$ cat src/rtl/proc_pkg.sv
// Shared definitions for the fetch/execute sequencer: opcodes, instruction
// field helpers, FSM state encoding and the registered control word.
package proc_pkg;

    // Opcodes live in ir[27:24]; 0001..0111 are ALU operations and
    // 1101/1110 are reserved and execute as NOP.
    localparam logic [3:0] OP_NOP  = 4'b0000;
    localparam logic [3:0] OP_LDR  = 4'b1000;
    localparam logic [3:0] OP_STR  = 4'b1001;
    localparam logic [3:0] OP_B    = 4'b1010;
    localparam logic [3:0] OP_BEQ  = 4'b1011;
    localparam logic [3:0] OP_BNE  = 4'b1100;
    localparam logic [3:0] OP_HALT = 4'b1111;

    typedef enum logic [2:0] {
        ST_IDLE    = 3'd0,
        ST_FETCH   = 3'd1,
        ST_LOAD_IR = 3'd2,
        ST_EXEC    = 3'd3,
        ST_MEM     = 3'd4,
        ST_WB      = 3'd5,
        ST_HALT    = 3'd6
    } state_t;

    // Every datapath strobe and select, registered together with the state.
    typedef struct packed {
        logic mem_rd;
        logic reg_we;
        logic seladdbus;
        logic selldr;
        logic mem_phase;
        logic halted;
        logic busy;
    } ctrl_t;

    localparam ctrl_t CTRL_IDLE = '0;

    // Instruction field slices.
    function automatic logic [3:0] field_opc(input logic [31:0] w);
        return w[27:24];
    endfunction

    function automatic logic [3:0] field_rd(input logic [31:0] w);
        return w[22:19];
    endfunction

    function automatic logic [3:0] field_rs2(input logic [31:0] w);
        return w[18:15];
    endfunction

    function automatic logic [3:0] field_rs1(input logic [31:0] w);
        return w[14:11];
    endfunction

    function automatic logic [7:0] field_tgt(input logic [31:0] w);
        return w[7:0];
    endfunction

    // Opcode classes.
    function automatic logic is_alu(input logic [3:0] opc);
        return (opc != OP_NOP) && (opc < OP_LDR);
    endfunction

    function automatic logic is_mem(input logic [3:0] opc);
        return (opc == OP_LDR) || (opc == OP_STR);
    endfunction

    // Moore decode of the control word for the state being entered. The
    // opcode only matters in EXEC, where ALU instructions write the register
    // bank directly from the ALU result.
    function automatic ctrl_t ctrl_for(input state_t s, input logic [3:0] opc);
        ctrl_t c;
        c = CTRL_IDLE;
        case (s)
            ST_FETCH: begin
                c.mem_rd = 1'b1;
                c.busy   = 1'b1;
            end
            ST_LOAD_IR: begin
                c.busy = 1'b1;
            end
            ST_EXEC: begin
                c.busy   = 1'b1;
                c.reg_we = is_alu(opc);
            end
            ST_MEM: begin
                c.busy      = 1'b1;
                c.mem_phase = 1'b1;
                c.seladdbus = 1'b1;
            end
            ST_WB: begin
                c.busy      = 1'b1;
                c.reg_we    = 1'b1;
                c.selldr    = 1'b1;
                c.seladdbus = 1'b1;
            end
            ST_HALT: begin
                c.halted = 1'b1;
            end
            default: begin
                c = CTRL_IDLE;
            end
        endcase
        return c;
    endfunction

endpackage

$ cat src/rtl/branch_eval.sv
// Branch condition evaluation: decides whether the instruction in EXEC
// redirects the PC to its target field.
module branch_eval
    import proc_pkg::*;
(
    input  logic [3:0] opc,
    input  logic       flag_n,
    input  logic       flag_z,
    input  logic       flag_c,
    input  logic       flag_v,
    output logic       taken
);

    // Only Z participates in the current branch set; N/C/V are carried so
    // signed/carry conditions can be added without touching the top level.
    logic unused_flags;
    assign unused_flags = flag_n ^ flag_c ^ flag_v;

    // Taken decision per branch opcode; non-branch opcodes never redirect.
    always_comb begin
        taken = 1'b0;
        case (opc)
            OP_B:    taken = 1'b1;
            OP_BEQ:  taken = flag_z;
            OP_BNE:  taken = ~flag_z;
            default: taken = 1'b0;
        endcase
    end

endmodule

$ cat src/rtl/instr_sequencer.sv
// Fetch/execute control stage. Owns the PC and the instruction register and
// steps each instruction through FETCH, LOAD_IR, EXEC and, for loads and
// stores, MEM and WB. All strobes and selects are registered together with
// the state so they change only on clock edges.
//
//   state   | meaning
//   --------+--------------------------------------------------------------
//   IDLE    | waiting for enable at an instruction boundary
//   FETCH   | mem_rd high, address bus carries the PC
//   LOAD_IR | RAM word for the PC captured into ir
//   EXEC    | ALU write / branch resolve / NOP; LDR,STR go on to MEM
//   MEM     | memorycontrol owns the address bus for the data access
//   WB      | load data written to the register bank
//   HALT    | stopped; only reset leaves this state
module instr_sequencer
    import proc_pkg::*;
#(
    parameter int PC_W    = 8,
    parameter int INSTR_W = 32
) (
    input  logic               clk,
    input  logic               reset,
    input  logic               enable,
    input  logic [INSTR_W-1:0] mem_rdata,
    input  logic               flag_n,
    input  logic               flag_z,
    input  logic               flag_c,
    input  logic               flag_v,
    output logic               mem_rd,
    output logic [INSTR_W-1:0] pc_addr,
    output logic [INSTR_W-1:0] ir,
    output logic               reg_we,
    output logic               seladdbus,
    output logic               selldr,
    output logic               mem_phase,
    output logic               halted,
    output logic               busy
);

    state_t          state;
    ctrl_t           ctrl;
    logic [PC_W-1:0] pc;
    logic [3:0]      opc;
    logic            taken;
    state_t          boundary_state;

    assign opc = field_opc(ir);

    // Enable is only looked at when an instruction retires, so dropping it
    // mid-instruction lets the current instruction finish.
    assign boundary_state = enable ? ST_FETCH : ST_IDLE;

    branch_eval u_branch_eval (
        .opc    (opc),
        .flag_n (flag_n),
        .flag_z (flag_z),
        .flag_c (flag_c),
        .flag_v (flag_v),
        .taken  (taken)
    );

    // Sequencer FSM with PC/IR updates and the registered control word.
    always_ff @(posedge clk) begin
        if (reset) begin
            state <= ST_IDLE;
            pc    <= '0;
            ir    <= '0;
            ctrl  <= CTRL_IDLE;
        end else begin
            case (state)
                ST_IDLE: begin
                    if (enable) begin
                        state <= ST_FETCH;
                        ctrl  <= ctrl_for(ST_FETCH, opc);
                    end
                end
                ST_FETCH: begin
                    state <= ST_LOAD_IR;
                    ctrl  <= ctrl_for(ST_LOAD_IR, opc);
                end
                ST_LOAD_IR: begin
                    // The control word for EXEC must come from the word being
                    // loaded, not the stale ir.
                    ir    <= mem_rdata;
                    state <= ST_EXEC;
                    ctrl  <= ctrl_for(ST_EXEC, field_opc(mem_rdata));
                end
                ST_EXEC: begin
                    if (is_mem(opc)) begin
                        state <= ST_MEM;
                        ctrl  <= ctrl_for(ST_MEM, opc);
                    end else if (opc == OP_HALT) begin
                        state <= ST_HALT;
                        ctrl  <= ctrl_for(ST_HALT, opc);
                    end else begin
                        // ALU, NOP, reserved and branch opcodes retire here.
                        pc    <= taken ? field_tgt(ir) : pc + PC_W'(1);
                        state <= boundary_state;
                        ctrl  <= ctrl_for(boundary_state, opc);
                    end
                end
                ST_MEM: begin
                    if (opc == OP_LDR) begin
                        state <= ST_WB;
                        ctrl  <= ctrl_for(ST_WB, opc);
                    end else begin
                        pc    <= pc + PC_W'(1);
                        state <= boundary_state;
                        ctrl  <= ctrl_for(boundary_state, opc);
                    end
                end
                ST_WB: begin
                    pc    <= pc + PC_W'(1);
                    state <= boundary_state;
                    ctrl  <= ctrl_for(boundary_state, opc);
                end
                ST_HALT: begin
                    state <= ST_HALT;
                end
                default: begin
                    state <= ST_IDLE;
                    ctrl  <= CTRL_IDLE;
                end
            endcase
        end
    end

    assign pc_addr   = {{(INSTR_W-PC_W){1'b0}}, pc};
    assign mem_rd    = ctrl.mem_rd;
    assign reg_we    = ctrl.reg_we;
    assign seladdbus = ctrl.seladdbus;
    assign selldr    = ctrl.selldr;
    assign mem_phase = ctrl.mem_phase;
    assign halted    = ctrl.halted;
    assign busy      = ctrl.busy;

endmodule
$ cat config.mk
export PLATFORM = sky130hd
export DESIGN_NAME = instr_sequencer
export DESIGN_NICKNAME = d
export VERILOG_FILES = /design/src/rtl/proc_pkg.sv /design/src/rtl/branch_eval.sv /design/src/rtl/instr_sequencer.sv
export SDC_FILE = /design/constraint.sdc
export NUM_CORES = 1
export LEC_CHECK = 0
export ABC_AREA = 1
export CAP_MARGIN = 10
export CELL_PAD_IN_SITES_DETAIL_PLACEMENT = 1
export CELL_PAD_IN_SITES_GLOBAL_PLACEMENT = 2
export CORE_MARGIN = 5
export CORE_UTILIZATION = 21
export DETAILED_ROUTE_END_ITERATION = 6
export GPL_TIMING_DRIVEN = 0
export HOLD_SLACK_MARGIN = 0.15
export PLACE_DENSITY = 0.88
export SLEW_MARGIN = 40
export SYNTH_ARGS = -nofsm -noshare
export SYNTH_HDL_FRONTEND = slang
export SYNTH_SLANG_ARGS = --single-unit
$ cat constraint.sdc
create_clock -name clk -period 1.6 [get_ports clk]
set_clock_uncertainty 0.1 [all_clocks]
set_input_delay 0.16 -clock clk [delete_from_list [all_inputs] [get_ports clk]]
set_output_delay 0.16 -clock clk [all_outputs]
set_load 0.005 [all_outputs]
==> results.json <==
{
  "outcome": "finished clean",
  "cp-start-kind": "register",
  "post-route-util_pct": 33.7,
  "synthTopCellsByArea": "dfxtp_1 42%, nor2_1 11%, nand2_1 9.6%",
  "period_share_pct": 95.8,
  "final-seq-area_mm2": 0.00101,
  "power_mw": 3.24,
  "period_minus_slack_ns": 1.53,
  "switching_power_uw": 893,
  "worst_ep_arrival_time_ns": 1.27,
  "firstDrtPassIters": 5,
  "area_delta_synth_final_pct": 55.7,
  "clk_latency_ns": 0.29,
  "gp_congestion": 0.812,
  "cts_tree": "done",
  "viasPerCell": 4.11,
  "power_switching_share_pct": 27.5,
  "rows": 38,
  "top_regs": "ir (32), pc (8), state (3)",
  "boundaryPins": 110,
  "max_freq_mhz": 652,
  "final_nets": 502,
  "track_usage_pct": 11.8,
  "synthDistinctLibCells": 23,
  "die_w_um": 116,
  "antenna_left": 0,
  "grt_overflow": 0,
  "max-cap-violations": 0,
  "die-area_mm2": 0.0135,
  "root_buffer": "clkbuf_16",
  "layout_commonest_cell": "clkdlybuf4s50_1",
  "core_region_area_mm2": 0.0110,
  "grt_antenna_before_repair": 0,
  "slowest_delay_ns": 0.55,
  "multi_input_area_mm2": 0.00118,
  "drive_above_1_share_pct": 16.0,
  "internal-power_mw": 2.35,
  "cts_buffer_depth": 2,
  "synth_top_area_share_pct": 42.1,
  "critPathKind": "reg -> out",
  "ir_drop_v": 0.000444,
  "dieHeight_um": 116,
  "clkTransAtPathRegs_ns": 0.07,
  "path_max_fanout": 6,
  "grt_pass1_wl_mm": 13.0,
  "grt_max_degree": 17,
  "max_flop_register": "ir",
  "cp_slowest_cell": "clkdlybuf4s50_1",
  "mostFrequentLayoutCells": "82 x clkdlybuf4s50_1, 69 x nor2_1, 57 x nand2_1",
  "wl_per_cell_um": 13.1,
  "cellPowerDensity_mw_per_mm2": 876,
  "avgSynthCellArea_um2": 6.85,
  "cts_sinks": 50,
  "cts_hold_buffers": 0,
  "port_buffers": 82,
  "drtIter0Drc": 52,
  "hold_path_class": "in -> reg",
  "hold_viol_final": 0,
  "start_util_pct": 21.6,
  "ys_seq_area_share_pct": 42.1,
  "hpwl_mm": 6.26,
  "yosysWarnings": 0,
  "fillCellCount": 1382,
  "slew_viol_final": 0,
  "post_dp_cell_area_mm2": 0.00346,
  "drc_errors": 0,
  "power.leakage_nw": 1.58,
  "grt_pass1_vias": 2662,
  "power_frac_seq_pct": 43.8,
  "pwr-share-clk_pct": 34.5,
  "yosys.area.top_type": "dfxtp_1",
  "syn_area_mm2": 0.00238,
  "numCtsBuffers": 5,
  "antenna_cells": 0,
  "routed_wl_mm": 7.88,
  "end_kind": "primary output",
  "largest_reg_flops": 32,
  "cp.buffers_inverters": 1,
  "htreeDepth": 2,
  "vias": 2480,
  "crit_chain": "clkdlybuf4s50_1",
  "fin_area_mm2": 0.00370,
  "worstPathRequired_ns": 1.34,
  "cp_top_family": "buffers and inverters",
  "tns_ns": 0,
  "setup_viol": 0,
  "comb_power_share_pct": 21.7,
  "ys_ff_latch": 50,
  "netlist_instances": 347
}
## worst paths after layout
path                  from    endpoint  slack [ns]  cells after the start
max reg2reg       state[0]       ir[5]        0.12                      7
min reg2reg      seladdbus   seladdbus        0.36                      2
max                  pc[3]  pc_addr[3]        0.07                      1
min          mem_rdata[21]      ir[21]        0.35                      3
## layout make-up
type                            instances  area share [%]
Multi-Input combinational cell        256            31.8
Sequential cell                        50            27.4
Timing Repair Buffer                   84            22.6
Buffer                                 34            6.18
Tap cell                              140            4.73
Clock buffer                            6            3.75
Inverter                               31            3.14
Clock inverter                          2           0.439
## per-layer routing
layer | vias up | track usage (%) | routed length (um)
met4 | 0 | 2.94 | 70
met5 | - | 0 | 0
li1 | 1281 | - | -
met2 | 64 | 20.4 | 3910
met3 | 7 | 4.97 | 714
met1 | 1128 | 13.5 | 3180
## power by group through the flow
| stage | combinational, mW | sequential (mW) | clock [mW] |
|---|---|---|---|
| after global placement | 0.674 | 1.44 | 0 |
| after CTS | 0.693 | 1.42 | 1.16 |
| after floorplan | 0.314 | 1.44 | 0 |
| after detailed placement | 0.684 | 1.45 | 0 |
| final | 0.703 | 1.42 | 1.12 |
| after global routing | 0.790 | 1.44 | 1.20 |
## what timing repair did
action | CTS | global route
setup endpoints to repair | 31 | 43
buffers inserted | 0 | 2
gates cloned | 1 | 0
pin swaps | 1 | 2
gates resized for setup | 6 | 28
## stage by stage
stage | setup slack (ns) | hold WS (ns) | instances
4_1_cts | 0.0121 | 0.351 | 601
5_1_grt | -0.00990 | 0.360 | 603
2_1_floorplan | 0.247 | 0.129 | 370
3_3_place_gp | -0.245 | 0.352 | 592
3_5_place_dp | -0.263 | 0.356 | 592
6_report | 0.0673 | 0.354 | 603
## cell families after synthesis
logic type | after synthesis | synth area share, %
AND/OR/NAND/NOR | 170 | 29.9
buffers and inverters | 65 | 14.3
AO/OA/AOI/OAI | 58 | 12.3
flip-flops | 50 | 42.1
XOR/XNOR | 2 | 0.737
adder cells (fa/ha/maj) | 1 | 0.526
other | 1 | 0.158
## Yosys cell counts (all sizes together)
cell type / n
a21oi: 22
a31oi: 2
buf: 29
clkbuf: 5
conb: 1
dfxtp: 50
ha: 1
inv: 31
nand2: 66
nand3: 27
nand4: 3
nor2: 73
nor3: 1
o21ai: 34
xnor2: 1
xor2: 1
Note: power is estimated with default switching activity, not from simulation.
